**src/rtl/rf_arb_pkg.sv**
```systemverilog
// Shared types and constants for the register-file write-port arbiter.
// Address/data widths match the 32x32 register file.
package rf_arb_pkg;

    typedef enum logic {
        NORMAL = 1'b0,
        FORCE  = 1'b1
    } arb_state_e;

    localparam int RF_ADDR_W = 5;
    localparam int RF_DATA_W = 32;

    localparam logic [RF_ADDR_W-1:0] R0_ADDR = '0;

endpackage

```
**src/rtl/rf_write_arbiter_if.sv**
```systemverilog
// Bundle of the writeback, debug and register-file-port signals around the arbiter.
// The master side drives requests; the slave side is the arbiter itself.
interface rf_write_arbiter_if;
    import rf_arb_pkg::*;

    logic                 PIPE_WRITE;
    logic [RF_ADDR_W-1:0] PIPE_Rdst;
    logic [RF_DATA_W-1:0] PIPE_RY;
    logic                 PIPE_STALL;

    logic                 DBG_VALID;
    logic [RF_ADDR_W-1:0] DBG_Rdst;
    logic [RF_DATA_W-1:0] DBG_DATA;
    logic                 DBG_READY;

    logic                 RF_WRITE;
    logic [RF_ADDR_W-1:0] Rdst;
    logic [RF_DATA_W-1:0] RY;

    modport master (
        output PIPE_WRITE, PIPE_Rdst, PIPE_RY,
        output DBG_VALID, DBG_Rdst, DBG_DATA,
        input  PIPE_STALL, DBG_READY,
        input  RF_WRITE, Rdst, RY
    );

    modport slave (
        input  PIPE_WRITE, PIPE_Rdst, PIPE_RY,
        input  DBG_VALID, DBG_Rdst, DBG_DATA,
        output PIPE_STALL, DBG_READY,
        output RF_WRITE, Rdst, RY
    );

endinterface

```
**src/rtl/rf_write_arbiter.sv**
```systemverilog
// Shares the register file's single write port between writeback (priority) and a
// debug/loader port, forcing one debug grant after MAX_WAIT blocked cycles.
module rf_write_arbiter
    import rf_arb_pkg::*;
#(
    parameter int MAX_WAIT         = 8,
    parameter bit ZERO_REG_PROTECT = 1'b1
) (
    input logic               clk,
    input logic               reset,
    rf_write_arbiter_if.slave bus
);

    localparam logic [7:0] WAIT_LAST = 8'(MAX_WAIT - 1);
    localparam logic [7:0] WAIT_SAT  = 8'(MAX_WAIT);

    arb_state_e           state;
    arb_state_e           state_next;
    logic [7:0]           wait_cnt;
    logic [7:0]           wait_cnt_next;

    logic                 pipe_req;
    logic                 dbg_ready;
    logic                 issue;
    logic [RF_ADDR_W-1:0] issue_rdst;
    logic [RF_DATA_W-1:0] issue_ry;

    logic                 vld_p1;
    logic [RF_ADDR_W-1:0] rdst_p1;
    logic [RF_DATA_W-1:0] ry_p1;

    function automatic logic is_protected(input logic [RF_ADDR_W-1:0] addr);
        return ZERO_REG_PROTECT && (addr == R0_ADDR);
    endfunction

    always_comb begin
        state_next    = NORMAL;
        wait_cnt_next = '0;
        dbg_ready     = 1'b0;
        issue         = 1'b0;
        issue_rdst    = bus.PIPE_Rdst;
        issue_ry      = bus.PIPE_RY;
        pipe_req      = bus.PIPE_WRITE && !is_protected(bus.PIPE_Rdst);

        if (!reset) begin
            // In FORCE the pipeline is stalled, so its request is ignored outright.
            if (state == FORCE) begin
                dbg_ready = bus.DBG_VALID;
            end else begin
                dbg_ready = bus.DBG_VALID && !pipe_req;
            end

            if (state == NORMAL && pipe_req) begin
                issue = 1'b1;
            end else if (dbg_ready) begin
                issue      = 1'b1;
                issue_rdst = bus.DBG_Rdst;
                issue_ry   = bus.DBG_DATA;
            end

            if (!bus.DBG_VALID || dbg_ready) begin
                wait_cnt_next = '0;
            end else if (wait_cnt != WAIT_SAT) begin
                wait_cnt_next = wait_cnt + 8'd1;
            end else begin
                wait_cnt_next = wait_cnt;
            end

            if (state == NORMAL && bus.DBG_VALID && !dbg_ready && wait_cnt == WAIT_LAST) begin
                state_next = FORCE;
            end
        end
    end

    always_ff @(posedge clk) begin
        if (reset) begin
            state    <= NORMAL;
            wait_cnt <= '0;
        end else begin
            state    <= state_next;
            wait_cnt <= wait_cnt_next;
        end
    end

    // Stage p1: registered register-file write port; address/data hold when idle.
    always_ff @(posedge clk) begin
        if (reset) begin
            vld_p1  <= 1'b0;
            rdst_p1 <= '0;
            ry_p1   <= '0;
        end else begin
            vld_p1 <= issue && !is_protected(issue_rdst);
            if (issue) begin
                rdst_p1 <= issue_rdst;
                ry_p1   <= issue_ry;
            end
        end
    end

    assign bus.DBG_READY  = dbg_ready;
    assign bus.PIPE_STALL = (state == FORCE);
    assign bus.RF_WRITE   = vld_p1;
    assign bus.Rdst       = rdst_p1;
    assign bus.RY         = ry_p1;

endmodule
```
**src/flat_wrapper.sv**
```systemverilog
// flat-port wrapper written by rule: the top's interface ports become plain ports
module rf_write_arbiter_flat import rf_arb_pkg::*;
#(
    parameter int MAX_WAIT         = 8,
    parameter bit ZERO_REG_PROTECT = 1'b1
)
  (clk, reset, bus_PIPE_WRITE, bus_PIPE_Rdst, bus_PIPE_RY, bus_DBG_VALID, bus_DBG_Rdst, bus_DBG_DATA, bus_PIPE_STALL, bus_DBG_READY, bus_RF_WRITE, bus_Rdst, bus_RY);
  rf_write_arbiter_if bus_i ();
  input logic clk;
  input logic reset;
  input wire logic [$bits(bus_i.PIPE_WRITE)-1:0] bus_PIPE_WRITE;
  input wire logic [$bits(bus_i.PIPE_Rdst)-1:0] bus_PIPE_Rdst;
  input wire logic [$bits(bus_i.PIPE_RY)-1:0] bus_PIPE_RY;
  input wire logic [$bits(bus_i.DBG_VALID)-1:0] bus_DBG_VALID;
  input wire logic [$bits(bus_i.DBG_Rdst)-1:0] bus_DBG_Rdst;
  input wire logic [$bits(bus_i.DBG_DATA)-1:0] bus_DBG_DATA;
  output wire logic [$bits(bus_i.PIPE_STALL)-1:0] bus_PIPE_STALL;
  output wire logic [$bits(bus_i.DBG_READY)-1:0] bus_DBG_READY;
  output wire logic [$bits(bus_i.RF_WRITE)-1:0] bus_RF_WRITE;
  output wire logic [$bits(bus_i.Rdst)-1:0] bus_Rdst;
  output wire logic [$bits(bus_i.RY)-1:0] bus_RY;
  assign bus_i.PIPE_WRITE = bus_PIPE_WRITE;
  assign bus_i.PIPE_Rdst = bus_PIPE_Rdst;
  assign bus_i.PIPE_RY = bus_PIPE_RY;
  assign bus_i.DBG_VALID = bus_DBG_VALID;
  assign bus_i.DBG_Rdst = bus_DBG_Rdst;
  assign bus_i.DBG_DATA = bus_DBG_DATA;
  assign bus_PIPE_STALL = bus_i.PIPE_STALL;
  assign bus_DBG_READY = bus_i.DBG_READY;
  assign bus_RF_WRITE = bus_i.RF_WRITE;
  assign bus_Rdst = bus_i.Rdst;
  assign bus_RY = bus_i.RY;
  rf_write_arbiter #(.MAX_WAIT(MAX_WAIT), .ZERO_REG_PROTECT(ZERO_REG_PROTECT)) u_core (.clk(clk), .reset(reset), .bus(bus_i));
endmodule
```
**config.mk**
```make
export PLATFORM = sky130hd
export DESIGN_NAME = rf_write_arbiter_flat
export DESIGN_NICKNAME = d
export VERILOG_FILES = /design/src/rtl/rf_arb_pkg.sv /design/src/rtl/rf_write_arbiter_if.sv /design/src/rtl/rf_write_arbiter.sv /design/src/flat_wrapper.sv
export SDC_FILE = /design/constraint.sdc
export NUM_CORES = 1
export LEC_CHECK = 0
export ABC_CLOCK_PERIOD_IN_PS = 1900
export CAP_MARGIN = 25
export CELL_PAD_IN_SITES_DETAIL_PLACEMENT = 1
export CELL_PAD_IN_SITES_GLOBAL_PLACEMENT = 1
export CORE_ASPECT_RATIO = 0.5
export CORE_MARGIN = 1.5
export CORE_UTILIZATION = 29
export CTS_CLUSTER_DIAMETER = 60
export CTS_CLUSTER_SIZE = 8
export DETAILED_ROUTE_END_ITERATION = 8
export GPL_TIMING_DRIVEN = 0
export PLACE_DENSITY = 0.87
export SYNTH_ARGS = -nofsm -noshare
export SYNTH_HDL_FRONTEND = slang
export SYNTH_SLANG_ARGS = --single-unit
```
**constraint.sdc**
```tcl
create_clock -name clk -period 1.9 [get_ports clk]
set_input_delay 0.19 -clock clk [delete_from_list [all_inputs] [get_ports clk]]
set_output_delay 0.19 -clock clk [all_outputs]
set_load 0.02 [all_outputs]
```
==> results of run 1 <==
-- through the flow --
stage            util  setup WS, ns
2_1_floorplan       -        0.1565
3_3_place_gp   0.4590       -0.8144
3_5_place_dp   0.4590       -0.8321
4_1_cts        0.4764       0.01927
5_1_grt        0.4767       0.05237
6_report       0.4767       0.08800
-- cell type report --
type                    instances  area [sq um]  share of cell area
plain buffers                  25         123.9             0.03260
clock buffers                   7         132.6             0.03490
clock inverters                 1         5.005            0.001317
inverters                       4         15.01            0.003951
multi-input cells             164          1287              0.3388
flip-flops and latches         47         940.9              0.2476
well taps                     112         140.1             0.03688
repair buffers                116          1155              0.3039
-- layer usage --
| metal | vias up | GRT usage | part of all wire |
|---|---|---|---|
| li1 | 1186 | - | - |
| met1 | 1209 | 0.2246 | 0.42 |
| met2 | 44 | 0.3664 | 0.53 |
| met3 | 13 | 0.03373 | 0.029 |
| met4 | 0 | 0.04396 | 0.015 |
| met5 | - | 0 | 0 |
-- state kept, by name, indices dropped and copies added, names as in the netlist --
name                   cells
u_core.bus.PIPE_STALL      1
u_core.bus.RF_WRITE        1
u_core.bus.Rdst            5
u_core.bus.RY             32
u_core.wait_cnt            8
-- kinds of logic (layout without fill, tap and decap cells) --
logic type	Yosys count	count (layout)	synth area share
buffers and inverters	29	153	0.05867
muxes	36	36	0.1522
xor gates and xnor gates	3	3	0.01110
DFF	47	47	0.3975
and+or+nand+nor	38	38	0.1015
adders and majority gates	2	2	0.01057
AOI/OAI and AO/OA	85	85	0.2685
-- Yosys cell counts, types with 2 or more instances --
master	n
nor4_1	2
or4_1	4
a211oi_1	69
o21ai_0	5
or3_1	3
nand2_1	3
dfxtp_1	47
xor2_1	2
nor3b_1	5
inv_1	4
buf_1	2
a21oi_1	3
nor3_1	4
a21o_1	2
buf_2	9
ha_1	2
clkbuf_1	11
o311a_1	2
nand3_1	4
mux2i_1	36
nor2_1	6
buf_6	2
-- power groups by stage --
stage / Combinational [mW] / Clock [mW] / Sequential [mW]
2_1_floorplan: 0.204 / 0 / 1.18
3_3_place_gp: 0.619 / 0 / 1.10
5_1_grt: 0.677 / 0.907 / 1.09
3_5_place_dp: 0.634 / 0 / 1.11
4_1_cts: 0.640 / 0.869 / 1.09
6_report: 0.637 / 0.849 / 1.09
-- worst max-delay path, stage by stage --
cell	delay, ns
dlygate4sd2_1	0.30
or4_4	0.59
o21ai_4	0.16
nor3b_1	0.20
buf_4	0.18
-- how the worst min path moves through the flow --
stage,start,to,slack (ns),depth (start not counted)
3_5_place_dp,u_core.wait_cnt[7],u_core.wait_cnt[7],0.51,2
3_3_place_gp,u_core.wait_cnt[7],u_core.wait_cnt[7],0.49,2
4_1_cts,bus_DBG_VALID,u_core.bus.Rdst[4],0.34,3
6_report,bus_DBG_VALID,u_core.bus.Rdst[4],0.34,3
5_1_grt,bus_DBG_VALID,u_core.bus.Rdst[4],0.37,3
2_1_floorplan,bus_PIPE_Rdst[1],u_core.bus.Rdst[1],0.34,2
-- what timing repair did --
| action | 4_1_cts | 5_1_grt |
|---|---|---|
| gates cloned | 0 | 0 |
| setup buffers | 1 | 0 |
| resized for setup | 9 | 1 |
| pin swaps | 1 | 0 |
| endpoints found under the setup margin | 1 | 1 |
| hold buffers | 0 | 0 |
==> metrics.md, run 1 <==
| Metric | Value |
|---|---|
| Final Max Tran Viols | 0 |
| Global-route wire length before repair | 12.95 mm |
| F_max | 551.9 MHz |
| Hold Fails Final Rpt | 0 |
| N_diodes | 0 |
| Die area | 8747 sq um |
| Synthesized area per cell | 9.864 sq um |
| Number of cells after detailed placement | 467 |
| MaxCap Viol Count | 0 |
| Switching Share | 0.2692 |
| Mapped Nets | 320 |
| Post-route DRC | 0 |
| Largest net degree at the start of global routing | 14 |
| Pleak | 1.413 nW |
| Maximum vdd drop | 0.3485 mV |
| Yosys cell types | 35 |
| Crit path from | bus_PIPE_Rdst[3] |
| Crit Path Max Fanout | 4 |
| Clock share of power | 0.330 |
| Setup violators final | 0 |
| Placer Congestion | 0.8770 |
| Total wire length | 8.391 mm |
| Seq cells post-synth | 47 |
| Worst Path Required | 1.71 ns |
| Period minus WS final | 1.812 ns |
| Post-route insts no fill | 476 |
| Fillers | 902 |
| Die Wd | 130.8 microns |
| Most frequent cells in the layout | clkdlybuf4s50_1 (110), a211oi_1 (69), dfxtp_1 (47) |
| CP Capture Point | bus_DBG_READY |
| Area grow syn2layout | 60.52% |
| Synth Cell Area | 2367 sq um |
| Largest area contributor in the netlist | dfxtp_1 |
| Clk sinks | 47 |
| Crit. End Element | primary output |
| Via density | 5.151 |
| CTS H-tree lvls | 2 |
| DP HPWL | 6.316 mm |
| Reg power frac | 0.423 |
| Hold_ws | 0.3429 ns |
| CTS root buf | clkbuf_16 |
| Cell area after layout | 3800 sq um |
| Internal | 1.881 mW |
| Die height | 66.89 microns |
| Antenna viol nets, final | 0 |
| RSZ-0062 raised after global routing | no |
| Drt pass-1 iters | 4 |
| Syn. warnings | 0 |
| # IOs | 118 |
| Core area | 7971 sq um |
| Area contributors post-synth | dfxtp_1 (40%), a211oi_1 (22%), mux2i_1 (15%), buf_2 (1.9%), clkbuf_1 (1.7%) |
| Comb power frac | 0.248 |
| R2R depth | 5 |
| Setup Skew | 0.004721 ns |
| Post-synth EDFFs | 0 |
| Crit path kind | input pin to primary output |
| Gate count of the mapped netlist | 240 |
| 1st-iter DRT viols | 93 |
| Outcome | completed |
| Worst Tran Pin Value | 0.7160 ns |
| Worst Setup Start Kind | input pin |
| CTS max path bufs | 2 |
| Top cell type's share of synthesized area | 0.3975 |
| Sequential fraction of the synthesis area | 0.3975 |
| Global Route Usage Sum | 0.1917 |
| Crit Reg-Reg Endpoint | u_core.bus.RY[25] |
| Clk slew on worst S/H paths | 0.06 ns |
| Max_slew headroom | 0.5226 |
| Reg-to-Reg Start | u_core.bus.PIPE_STALL |
| NetSw | 0.6929 mW |
| Most common cell after layout, fill and taps aside | clkdlybuf4s50_1 |
| Share of layout cells above drive strength 1 | 0.06319 |
| Critical Path AT | 1.62 ns |
| GRT Residual Overflow | 0 |
| Top_reg_cell synth | dfxtp_1 |
| Clock latency on the worst-skew pair | 0.29 ns |
| Vias in the first global route | 2614 |
| CTS tree | done |
| Worst min path class | input pin to register |
| Layout net count | 443 |
| Port bufs | 115 |
| P per Cell Area | 677.4 nW/um^2 |
| Via Count | 2452 |
| Cts bufs inserted | 5 |
| Starting Density | 0.2970 |
| Asr flop ratio synth | 0 |
| WL/cell | 17.63 microns |
| Post-placement cell area | 3659 sq um |
| Pwr Total | 2.574 mW |
| Rows | 23 |
| Tcrit/Tclk final | 0.9537 |
| Final TNS setup | 0 ns |
| Initial antenna violation count | 0 |
| Reg-to-reg setup timing slack | 0.18 ns |
Power figures use the tool's default switching activity.
==> inputs of run 2 (changes only) <==
- TNS_END_PERCENT: unset -> 5
==> results of run 2 <==
Final layout, timing and power as in run 1 (identical DEF).
==> inputs of run 3 (changes only) <==
- ABC_CLOCK_PERIOD_IN_PS: 1900 -> 1700
- SLEW_MARGIN: unset -> 30
- clock period: 1.9 -> 1.7 ns (I/O delays scaled with it)
==> run 3 against run 2 <==
First-iteration DRC count up 33%. Highest routed layer unchanged. Critical path depth unchanged. Cell count unchanged. Clock-buffer cell count fell by 1. Setup slack lost 0.076 ns.
==> metrics.md, run 3 (synthesis results as in run 1) <==
| Metric | Value |
|---|---|
| Port bufs | 115 |
| 1st-iter DRT viols | 124 |
| Share of layout cells above drive strength 1 | 0.07692 |
| Via Count | 2445 |
| CTS tree | done |
| RSZ-0062 raised after global routing | yes |
| Largest net degree at the start of global routing | 15 |
| Final worst slack | 0.01172 ns |
| Global Route Usage Sum | 0.1985 |
| Most frequent cells in the layout | clkdlybuf4s50_1 (109), a211oi_1 (69), dfxtp_1 (47) |
| Die height | 66.89 microns |
| # IOs | 118 |
| Setup Skew | 0.004920 ns |
| Die area | 8747 sq um |
| Crit Path Max Fanout | 4 |
| Maximum vdd drop | 0.4507 mV |
| Fillers | 886 |
| Period minus WS final | 1.688 ns |
| Met2 routed WL | 4.822 mm |
| Post-route DRC | 0 |
| Hold Fails Final Rpt | 0 |
| Setup violators final | 0 |
| Hold_ws | 0.3142 ns |
| Worst Path Required | 1.53 ns |
| Pre-CTS setup slack | -0.9525 ns |
| Clock latency on the worst-skew pair | 0.29 ns |
| Worst Setup Start Kind | input pin |
| Cts bufs inserted | 5 |
| Most common cell after layout, fill and taps aside | clkdlybuf4s50_1 |
| Multi-input logic area | 1292 sq um |
| CTS H-tree lvls | 2 |
| Number of cells after detailed placement | 467 |
| CTS max path bufs | 2 |
| Worst min path class | input pin to register |
| Cell area after layout | 3845 sq um |
| Vias in the first global route | 2653 |
| Pleak | 1.437 nW |
| Drt pass-1 iters | 4 |
| Placer Congestion | 0.7545 |
| Post-placement cell area | 3664 sq um |
| Area grow syn2layout | 62.42% |
| P per Cell Area | 804.6 nW/um^2 |
| CTS Hold Bufs | 0 |
| Top Metal Used | met4 |
| Clk slew on worst S/H paths | 0.07 ns |
| Layout net count | 443 |
| Critical Path AT | 1.52 ns |
| Antenna viol nets, final | 0 |
| DP HPWL | 6.553 mm |
| Outcome | completed |
| Max reg flops | 32 |
| Met1 wire length | 3.624 mm |
| Core area | 7971 sq um |
| Via density | 5.137 |
| Sequential cell area | 940.9 sq um |
| WL/cell | 18.41 microns |
| Global-route wire length before repair | 13.39 mm |
| MaxCap Viol Count | 0 |
| Crit. End Element | primary output |
| Worst Tran Pin Value | 0.6508 ns |
| GRT Residual Overflow | 0 |
| CTS root buf | clkbuf_16 |
| Tcrit/Tclk final | 0.9931 |
| Total wire length | 8.762 mm |
| Rows | 23 |
| Initial antenna violation count | 0 |
| Crit path kind | input pin to primary output |
| F_max | 592.3 MHz |
| N_diodes | 0 |
| Die Wd | 130.8 microns |
| Final TNS setup | 0 ns |
| Met3 Wirelength | 184 microns |
| Post-route insts no fill | 476 |
| Final Max Tran Viols | 0 |
| Max_slew headroom | 0.5662 |
| Starting Density | 0.2970 |
| Clk sinks | 47 |
==> run 3: cell count changes in the layout (fill, tap and decap cells not counted), sizes merged <==
cell,previous run,this run
clkbuf,18,17
clkdlybuf4s50,110,109
dlygate4sd2,3,2
bufinv,0,1
clkdlybuf4s15,0,2
==> run 3: critical path, stage by stage <==
cell and delay (ns):
dlygate4sd2_1 0.30, or4_4 0.54, o21ai_4 0.17, nor3b_2 0.17, buf_4 0.16
==> run 3: through the flow <==
step	util	power, mW
2_1_floorplan	-	1.549
3_3_place_gp	0.4596	1.929
3_5_place_dp	0.4596	1.950
4_1_cts	0.4820	3.109
5_1_grt	0.4823	3.200
6_report	0.4823	3.094
==> run 3: metal layers <==
metal	vias up	track usage
li1	1184	-
met3	12	0.02329
met5	-	0
met1	1210	0.2278
met4	0	0.05907
met2	39	0.3888
==> run 3: power breakdown <==
part / leakage, nW / switching [mW] / internal, mW
Combinational: 0.961 / 0.332 / 0.384
Sequential: 0.389 / 0.0423 / 1.17
Clock: 0.0868 / 0.428 / 0.732
Total: 1.44 / 0.803 / 2.29
==> run 3: final timing paths <==
kind	from	to	slack [ns]	cells past startpoint
max	bus_PIPE_Rdst[4]	bus_DBG_READY	0.01	5
min	bus_PIPE_Rdst[1]	u_core.bus.Rdst[1]	0.31	3
max reg2reg	u_core.bus.PIPE_STALL	u_core.bus.RY[30]	0.03	5
min reg2reg	u_core.wait_cnt[6]	u_core.wait_cnt[6]	0.52	2
==> run 3: layout make-up <==
cell class,count,area share
plain buffers,25,0.03254
clock inverters,2,0.009112
inverters,4,0.003905
flip-flops and latches,47,0.2447
well taps,112,0.03645
clock buffers,6,0.03612
repair buffers,116,0.3010
multi-input cells,164,0.3362
==> run 3: timing repair <==
item / in CTS / in global routing
endpoints found under the hold margin: 0 / 0
resized for setup: 13 / 1
endpoints found under the setup margin: 31 / 6
pin swaps: 2 / 0
setup buffers: 1 / 0
